===== src/rtl/fa_serial_driver.sv =====
// Bit-serial operand sequencer for an external full adder.
// Latches A, B and carry-in on an accepted start, presents one bit pair per step (LSB first)
// together with the running carry, waits SETTLE_CYCLES for the adder to settle, samples sum and
// carry-out, and assembles the WIDTH-bit result plus final carry.
// Optional build macro SERIAL_ADD_CHECK_EN adds a golden A+B+cin comparison that raises chk_err_o
// when the serially assembled result disagrees; without it chk_err_o is tied low.
module fa_serial_driver #(
    parameter int unsigned WIDTH         = 8,
    parameter int unsigned SETTLE_CYCLES = 1
) (
    input  logic             clk,
    input  logic             rst_n,
    input  logic             ena_i,
    input  logic             start_i,
    input  logic [WIDTH-1:0] a_i,
    input  logic [WIDTH-1:0] b_i,
    input  logic             cin_i,
    output logic             fa_a_o,
    output logic             fa_b_o,
    output logic             fa_cin_o,
    input  logic             fa_sum_i,
    input  logic             fa_cout_i,
    output logic             busy_o,
    output logic             done_o,
    output logic [WIDTH-1:0] sum_o,
    output logic             cout_o,
    output logic             chk_err_o
);

    localparam int unsigned CntW  = (WIDTH > 1) ? $clog2(WIDTH) : 1;
    localparam int unsigned WaitW = (SETTLE_CYCLES > 0) ? $clog2(SETTLE_CYCLES + 1) : 1;
    localparam logic [CntW-1:0]  LastBit  = CntW'(WIDTH - 1);
    localparam logic [WaitW-1:0] WaitInit = WaitW'(SETTLE_CYCLES);

    typedef enum logic [1:0] {
        StIdle,
        StEval,
        StDone
    } state_e;

    state_e            state_q, state_d;
    logic [WIDTH-1:0]  a_sh_q, a_sh_d;
    logic [WIDTH-1:0]  b_sh_q, b_sh_d;
    logic [WIDTH-1:0]  s_sh_q, s_sh_d;
    logic              carry_q, carry_d;
    logic [CntW-1:0]   bit_cnt_q, bit_cnt_d;
    logic [WaitW-1:0]  wait_cnt_q, wait_cnt_d;
    logic [WIDTH-1:0]  sum_q, sum_d;
    logic              cout_q, cout_d;
    logic              done_q, done_d;

    // Next-state logic: everything holds while ena_i is low.
    always_comb begin
        state_d    = state_q;
        a_sh_d     = a_sh_q;
        b_sh_d     = b_sh_q;
        s_sh_d     = s_sh_q;
        carry_d    = carry_q;
        bit_cnt_d  = bit_cnt_q;
        wait_cnt_d = wait_cnt_q;
        sum_d      = sum_q;
        cout_d     = cout_q;
        done_d     = done_q;

        if (ena_i) begin
            done_d = 1'b0;
            unique case (state_q)
                StIdle, StDone: begin
                    // Publish the finished result; done_o follows one cycle later as a pulse.
                    if (state_q == StDone) begin
                        sum_d  = s_sh_q;
                        cout_d = carry_q;
                        done_d = 1'b1;
                    end
                    state_d = StIdle;
                    if (start_i) begin
                        a_sh_d     = a_i;
                        b_sh_d     = b_i;
                        carry_d    = cin_i;
                        bit_cnt_d  = '0;
                        wait_cnt_d = WaitInit;
                        state_d    = StEval;
                    end
                end
                StEval: begin
                    if (wait_cnt_q != '0) begin
                        wait_cnt_d = wait_cnt_q - WaitW'(1);
                    end else begin
                        s_sh_d     = {fa_sum_i, s_sh_q[WIDTH-1:1]};
                        carry_d    = fa_cout_i;
                        a_sh_d     = a_sh_q >> 1;
                        b_sh_d     = b_sh_q >> 1;
                        bit_cnt_d  = bit_cnt_q + CntW'(1);
                        wait_cnt_d = WaitInit;
                        if (bit_cnt_q == LastBit) begin
                            state_d = StDone;
                        end
                    end
                end
                default: state_d = StIdle;
            endcase
        end
    end

    // State and datapath registers.
    always_ff @(posedge clk or negedge rst_n) begin
        if (!rst_n) begin
            state_q    <= StIdle;
            a_sh_q     <= '0;
            b_sh_q     <= '0;
            s_sh_q     <= '0;
            carry_q    <= 1'b0;
            bit_cnt_q  <= '0;
            wait_cnt_q <= '0;
            sum_q      <= '0;
            cout_q     <= 1'b0;
            done_q     <= 1'b0;
        end else begin
            state_q    <= state_d;
            a_sh_q     <= a_sh_d;
            b_sh_q     <= b_sh_d;
            s_sh_q     <= s_sh_d;
            carry_q    <= carry_d;
            bit_cnt_q  <= bit_cnt_d;
            wait_cnt_q <= wait_cnt_d;
            sum_q      <= sum_d;
            cout_q     <= cout_d;
            done_q     <= done_d;
        end
    end

    // Adder drive comes straight from registers and is forced low outside evaluation.
    always_comb begin
        fa_a_o   = 1'b0;
        fa_b_o   = 1'b0;
        fa_cin_o = 1'b0;
        if (state_q == StEval) begin
            fa_a_o   = a_sh_q[0];
            fa_b_o   = b_sh_q[0];
            fa_cin_o = carry_q;
        end
    end

    assign busy_o = (state_q == StEval);
    assign done_o = done_q;
    assign sum_o  = sum_q;
    assign cout_o = cout_q;

`ifdef SERIAL_ADD_CHECK_EN
    logic [WIDTH:0] golden_q, golden_d;
    logic           chk_q, chk_d;
    logic           accept;

    assign accept = ena_i && start_i && (state_q != StEval);

    // Golden sum captured on accept; verdict taken when the result is published.
    // A back-to-back accept in the publishing cycle keeps the verdict of the op just finished.
    always_comb begin
        golden_d = golden_q;
        chk_d    = chk_q;
        if (accept) begin
            golden_d = (WIDTH+1)'(a_i) + (WIDTH+1)'(b_i) + (WIDTH+1)'(cin_i);
            chk_d    = 1'b0;
        end
        if (ena_i && (state_q == StDone)) begin
            chk_d = ({carry_q, s_sh_q} != golden_q);
        end
    end

    // Checker registers.
    always_ff @(posedge clk or negedge rst_n) begin
        if (!rst_n) begin
            golden_q <= '0;
            chk_q    <= 1'b0;
        end else begin
            golden_q <= golden_d;
            chk_q    <= chk_d;
        end
    end

    assign chk_err_o = chk_q;
`else
    assign chk_err_o = 1'b0;
`endif

endmodule


===== config.mk =====
export PLATFORM = sky130hd
export DESIGN_NAME = fa_serial_driver
export DESIGN_NICKNAME = d
export VERILOG_FILES = /design/src/rtl/fa_serial_driver.sv
export SDC_FILE = /design/constraint.sdc
export NUM_CORES = 1
export LEC_CHECK = 0
export CELL_PAD_IN_SITES_DETAIL_PLACEMENT = 0
export CELL_PAD_IN_SITES_GLOBAL_PLACEMENT = 2
export CORE_MARGIN = 2
export CORE_UTILIZATION = 35
export DETAILED_ROUTE_END_ITERATION = 12
export PLACE_DENSITY = 0.77
export SKIP_LAST_GASP = 1
export SYNTH_ARGS = -nofsm -noshare
export SYNTH_HDL_FRONTEND = slang
export SYNTH_SLANG_ARGS = --single-unit

===== constraint.sdc =====
create_clock -name clk -period 2.2 [get_ports clk]
set_clock_uncertainty 0.15 [all_clocks]
set_input_delay 0.44 -clock clk [delete_from_list [all_inputs] [get_ports clk]]
set_output_delay 0.44 -clock clk [all_outputs]
set_load 0.02 [all_outputs]

Word level (Yosys, flattened, before mapping)
Cells that the tools add are included.
{"block": "totals", "register_bits": 41, "out_inout_bits": 15, "in_bits": 23, "elab_cells": 51}
{"block": "op_classes", "n_reduce_logical": 8, "n_addsub": 2, "n_eq_ne": 6, "n_bitwise": 1, "n_mux": 24}
{"op": "8-bit 2-to-1 mux", "count": 4}
{"op": "8-bit case mux with 2 select lines", "count": 2}
{"op": "3-bit AND reduction", "count": 4}
{"op": "1-bit 2-to-1 mux", "count": 10}
{"op": "3-bit 2-to-1 mux", "count": 2}
{"op": "3-bit case mux with 2 select lines", "count": 1}
{"op": "2-bit 2-to-1 mux", "count": 2}
{"op": "2-bit != test (second input constant)", "count": 2}
{"op": "1-bit case mux with 2 select lines", "count": 2}
{"op": "2-bit case mux with 2 select lines", "count": 1}
{"op": "4-bit AND reduction", "count": 1}
{"op": "3-bit by 1-bit adder with 3-bit output (second input constant)", "count": 1}
{"op": "3-bit equality test (second input constant)", "count": 1}
{"op": "2-bit by 1-bit equality test with 1-bit output (second input constant)", "count": 1}
{"op": "2-bit equality test (second input constant)", "count": 1}
{"op": "2-bit logical NOT", "count": 1}
{"op": "2-bit by 1-bit != test with 1-bit output (second input constant)", "count": 1}
{"op": "2-bit nonzero test", "count": 1}
{"op": "2-bit OR reduction", "count": 1}
{"op": "1-bit inverter", "count": 1}
{"op": "1-bit subtractor (second input constant)", "count": 1}

Depth between registers and ports, before layout
Gate-level depths: netlist of run 1.
{"block": "logic_depth", "ltp_word": 4, "ltp_mapped": 5, "ltp_nobuf": 5}

Worst setup path after synthesis of run 1
No wires, ideal clock.
{"block": "synth_path", "kind": "register to register", "from": "register state_q[1]", "to": "register a_sh_q[1]", "arrival_ps": 1382, "setup_ps": 125, "slack_ps": 543, "path_stages_with_launch": 5, "n_path_buf": 1, "period_less_slack_ps": 1657, "t_required_ps": 1925, "path_cell_list": "dfrtp_1 and2b_4 buf_4 mux2_1 mux2_4"}
{"block": "synth_via", "word_cells_on_any_way": 9, "cone_classes": "eq/ne (4); mux (1); reduce/logical (4)"}
{"element": "from (decl)", "line_no": "41", "text": "state_e state_q, state_d;"}
{"element": "from (signal assigned)", "line_no": "108", "text": "state_q <= StIdle;"}
{"element": "from (signal assigned)", "line_no": "119", "text": "state_q <= state_d;"}
{"element": "2-bit by 1-bit equality test with 1-bit output *"}
{"element": "via busy_o", "line_no": "23", "text": "output logic busy_o,"}
{"element": "2-bit != test (no line) or 2-bit nonzero test (tied branches)"}
{"element": "4-bit AND reduction (no line)"}
{"element": "to (signal assigned)", "line_no": "120", "text": "a_sh_q <= a_sh_d;"}
{"element": "to (decl)", "line_no": "42", "text": "logic [WIDTH-1:0] a_sh_q, a_sh_d;"}
The timed path passes the listed nets; every way through them passes the cells marked *.
A chain may end at the register's enable or synchronous reset.

Final worst setup path of run 1
{"block": "layout_path", "from": "register state_q[1]", "to": "output fa_b_o"}
{"block": "layout_via", "elab_chain_len": 2}
{"element": "2-bit by 1-bit equality test with 1-bit output", "line_no": "137", "text": "if (state_q == StEval) begin"}
{"element": "1-bit 2-to-1 mux", "line_no": "137"}
{"element": "to (decl)", "line_no": "19", "text": "output logic fa_b_o,"}
No other way between the ends.

==> flow_metrics.env, run 1 <==
export IMPL_nNetsFinal=199
export IMPL_synth_edf_count=0
export IMPL_power_mw=2.88
export IMPL_post_place_ws_ns=0.0843
export IMPL_peakVddDrop_uv=475
export IMPL_gp_congestion=0.768
export IMPL_synth_top_area_frac=0.530
export IMPL_syn_num_nets=157
export IMPL_synth_distinct_cells=25
export IMPL_synth_area_leaders="dfrtp_1 (53%), mux2_2 (16%), mux2_4 (13%)"
export IMPL_area_growth_syn_to_layout_pct=28.6
export IMPL_fp_dieW_um=78.3
export IMPL_yosysMostFrequentCell="dfrtp_1"
export IMPL_synth_common_cells="dfrtp_1 (41), mux2_2 (28), mux2_4 (17)"
export IMPL_synth_largest_area_cell="dfrtp_1"
export IMPL_placed_cell_area_um2=2370
export IMPL_syn_avg_cell_area_um2=14.7
export IMPL_grt_usage=0.126
export IMPL_p_leak_nw=1.16
export IMPL_cts_clk_slew_worst_paths_ns=0.08
export IMPL_fin_crit_sh=0.967
export IMPL_drt_total_wl_um=3470
export IMPL_setup_viol=0
export IMPL_htree_levels=2
export IMPL_io_pins=38
export IMPL_worstPathRequired_ns=1.61
export IMPL_start_util=0.358
export IMPL_critPathKind="reg2out"
export IMPL_period_minus_slack_ns=2.13
export IMPL_die_height_um=78.3
export IMPL_stdcell_area_um2=2490
export IMPL_clock_latency_ns=0.29
export IMPL_via_count=1120
export IMPL_setup_tns_ns=0
export IMPL_crit_fanout=9
export IMPL_startpoint_type="flip-flop"
export IMPL_ys_ff_latch=41
export IMPL_clk_path_buf_depth=2
export IMPL_power_density_nw_per_um2=1160
export IMPL_worstPathArrival_ns=1.54
export IMPL_dpl_cell_count=239
export IMPL_drive_gt1_frac=0.377
export IMPL_dp_hpwl_um=2310
export IMPL_core_area_um2=5410
export IMPL_comb_power_share=0.386
export IMPL_worstMarginPinSlew_ns=0.912
export IMPL_cts_buffers=5
export IMPL_grt_overflow=0
export IMPL_dieArea_um2=6140
export IMPL_postLayoutSetupSlackWorst_ns=0.0723
export IMPL_core_rowCount=27
export IMPL_antenna_left=0
export IMPL_cp_end_kind="output pin"
export IMPL_finalHoldViolations=0
export IMPL_synth_ff_type="dfrtp_1"
export IMPL_drt_iter0_markers=44
export IMPL_swShare=0.284
export IMPL_rsz0062_at_grt="no"
export IMPL_final_max_slew_viol_count=0
export IMPL_syn_area_um2=1930
export IMPL_root_buffer="clkbuf_8"
export IMPL_drc=0
export IMPL_fmax_ghz=0.470
export IMPL_status="complete, no violations"
export IMPL_hold_path_class="in2async"
export IMPL_grt_first_pass_wirelength_um=5940
export IMPL_cts_tree="done"
export IMPL_viasPerCell=4.53
export IMPL_grt_pass1_vias=1258
export IMPL_cts_sinks=41
export IMPL_p_sw_uw=818
export IMPL_grt_max_degree=42
export IMPL_wire_per_inst_um=14.1
export IMPL_async_reset_ff_frac=1.00
export IMPL_power_share_clock=0.215
export IMPL_yosysWarnings=0
export IMPL_final_cells=247
export IMPL_slew_limit_headroom=0.392
export IMPL_postSynthCellCount=132
export IMPL_p_seq_frac=0.400
export IMPL_antenna_found_initial=0
export IMPL_port_buffers=36
export IMPL_drtPass1Iterations=2
export IMPL_cts_setup_buffers=0
export IMPL_max_cap_violations=0
export IMPL_internal_power_mw=2.06
export IMPL_regToRegSetupSlack_ns=0.34
export IMPL_antennaDiodeCount=0
export IMPL_ys_seq_area_frac=0.530
## kinds of logic after synthesis
family / share of synthesized area
adder cells (fa/ha/maj): 0.0129
buffers and inverters: 0.0479
AND/OR/NAND/NOR: 0.0492
other: 0.00194
multiplexers: 0.323
AO/OA/AOI/OAI: 0.0343
flip-flops: 0.530
## cells in the final DEF (no fill, tap or decap), types with 2 or more instances in the layout
master,count
and2b_4,2
o21ai_0,5
and2_2,2
nand2_1,3
buf_4,6
ha_1,2
inv_1,6
nand3b_1,2
dfrtp_1,41
mux2_1,4
dlygate4sd2_1,3
mux2_2,28
mux2_4,17
clkdlybuf4s50_1,31
a21oi_1,2
clkbuf_8,6
## per-layer routing
layer | GRT usage | routed length [um] | vias up
met1 | 0.155 | 1640 | 548
met5 | 0 | 0 | -
met3 | 0.0517 | 218 | 5
met4 | 0.0368 | 39 | 0
li1 | - | - | 537
met2 | 0.203 | 1580 | 30
## registers in the layout, indices dropped and copies added, names as in the netlist
| signal | flops |
|---|---|
| a_sh_q | 8 |
| b_sh_q | 8 |
| bit_cnt_q | 3 |
| carry_q | 1 |
| cout_o | 1 |
| done_o | 1 |
| s_sh_q | 8 |
| state_q | 2 |
| sum_o | 8 |
| wait_cnt_q | 1 |
## final timing paths
check	startpoint	end	cells past startpoint
worst max-delay path	state_q[1]	fa_b_o	3
worst min-delay path	rst_n	bit_cnt_q[0]	1
worst max register to register	state_q[1]	b_sh_q[2]	4
worst min register to register	bit_cnt_q[0]	bit_cnt_q[0]	1
max in group asynchronous	rst_n	s_sh_q[3]	1
min in group clk	bit_cnt_q[0]	bit_cnt_q[0]	1
## repair_timing
| item | 4_1_cts | 5_1_grt |
|---|---|---|
| pin swaps | 0 | 0 |
| hold buffers | 0 | 0 |
| gates resized for setup | 4 | 1 |
| endpoints found under the setup margin | 4 | 1 |
| hold endpoints to repair | 0 | 0 |
| cloned | 0 | 0 |
## layout make-up
type | count | area (um2)
fill | 504 | 2920
sequential | 41 | 1030
multi-input combinational | 77 | 816
timing repair buffer | 43 | 417
tap | 72 | 90.1
clock buffer | 7 | 86.3
clock inverter | 1 | 30.0
inverter | 6 | 22.5
## power groups by stage
stage          logic, mW  registers (mW)  clock network (mW)
6_report            1.11            1.15               0.618
5_1_grt             1.20            1.19               0.671
4_1_cts             1.13            1.15               0.642
3_5_place_dp        1.14            1.17                   0
3_3_place_gp        1.11            1.16                   0
2_1_floorplan      0.860            1.14                   0
## per-stage QoR
stage / hold WS, ns / util
after floorplan: -0.00559 / -
after global routing: 0.201 / 0.460
final: 0.125 / 0.460
after global placement: 0.323 / 0.439
after CTS: 0.158 / 0.460
after detailed placement: 0.334 / 0.439
## worst max-delay path: stages, from the launching register on
cell and delay [ns]:
dfrtp_1 0.43, and2b_4 0.34, and2_1 0.15, dlygate4sd2_1 0.33
Power figures use the tool's default switching activity.
==> inputs of run 2 (changes only) <==
--- a/config.mk
+++ b/config.mk
@@ -12,6 +12,7 @@
 export DETAILED_ROUTE_END_ITERATION = 12
 export PLACE_DENSITY = 0.77
 export SKIP_LAST_GASP = 1
+export SLEW_MARGIN = 20
 export SYNTH_ARGS = -nofsm -noshare
 export SYNTH_HDL_FRONTEND = slang
 export SYNTH_SLANG_ARGS = --single-unit
==> results of run 2 <==
Same layout as run 1: the final DEF is identical, and so are final timing and power.
==> inputs of run 3 (changes only) <==
--- a/config.mk
+++ b/config.mk
@@ -5,6 +5,7 @@
 export SDC_FILE = /design/constraint.sdc
 export NUM_CORES = 1
 export LEC_CHECK = 0
+export ABC_CLOCK_PERIOD_IN_PS = 2200
 export CELL_PAD_IN_SITES_DETAIL_PLACEMENT = 0
 export CELL_PAD_IN_SITES_GLOBAL_PLACEMENT = 2
 export CORE_MARGIN = 2
==> results of run 3 <==
Same layout as run 1: the final DEF is identical, and so are final timing and power.
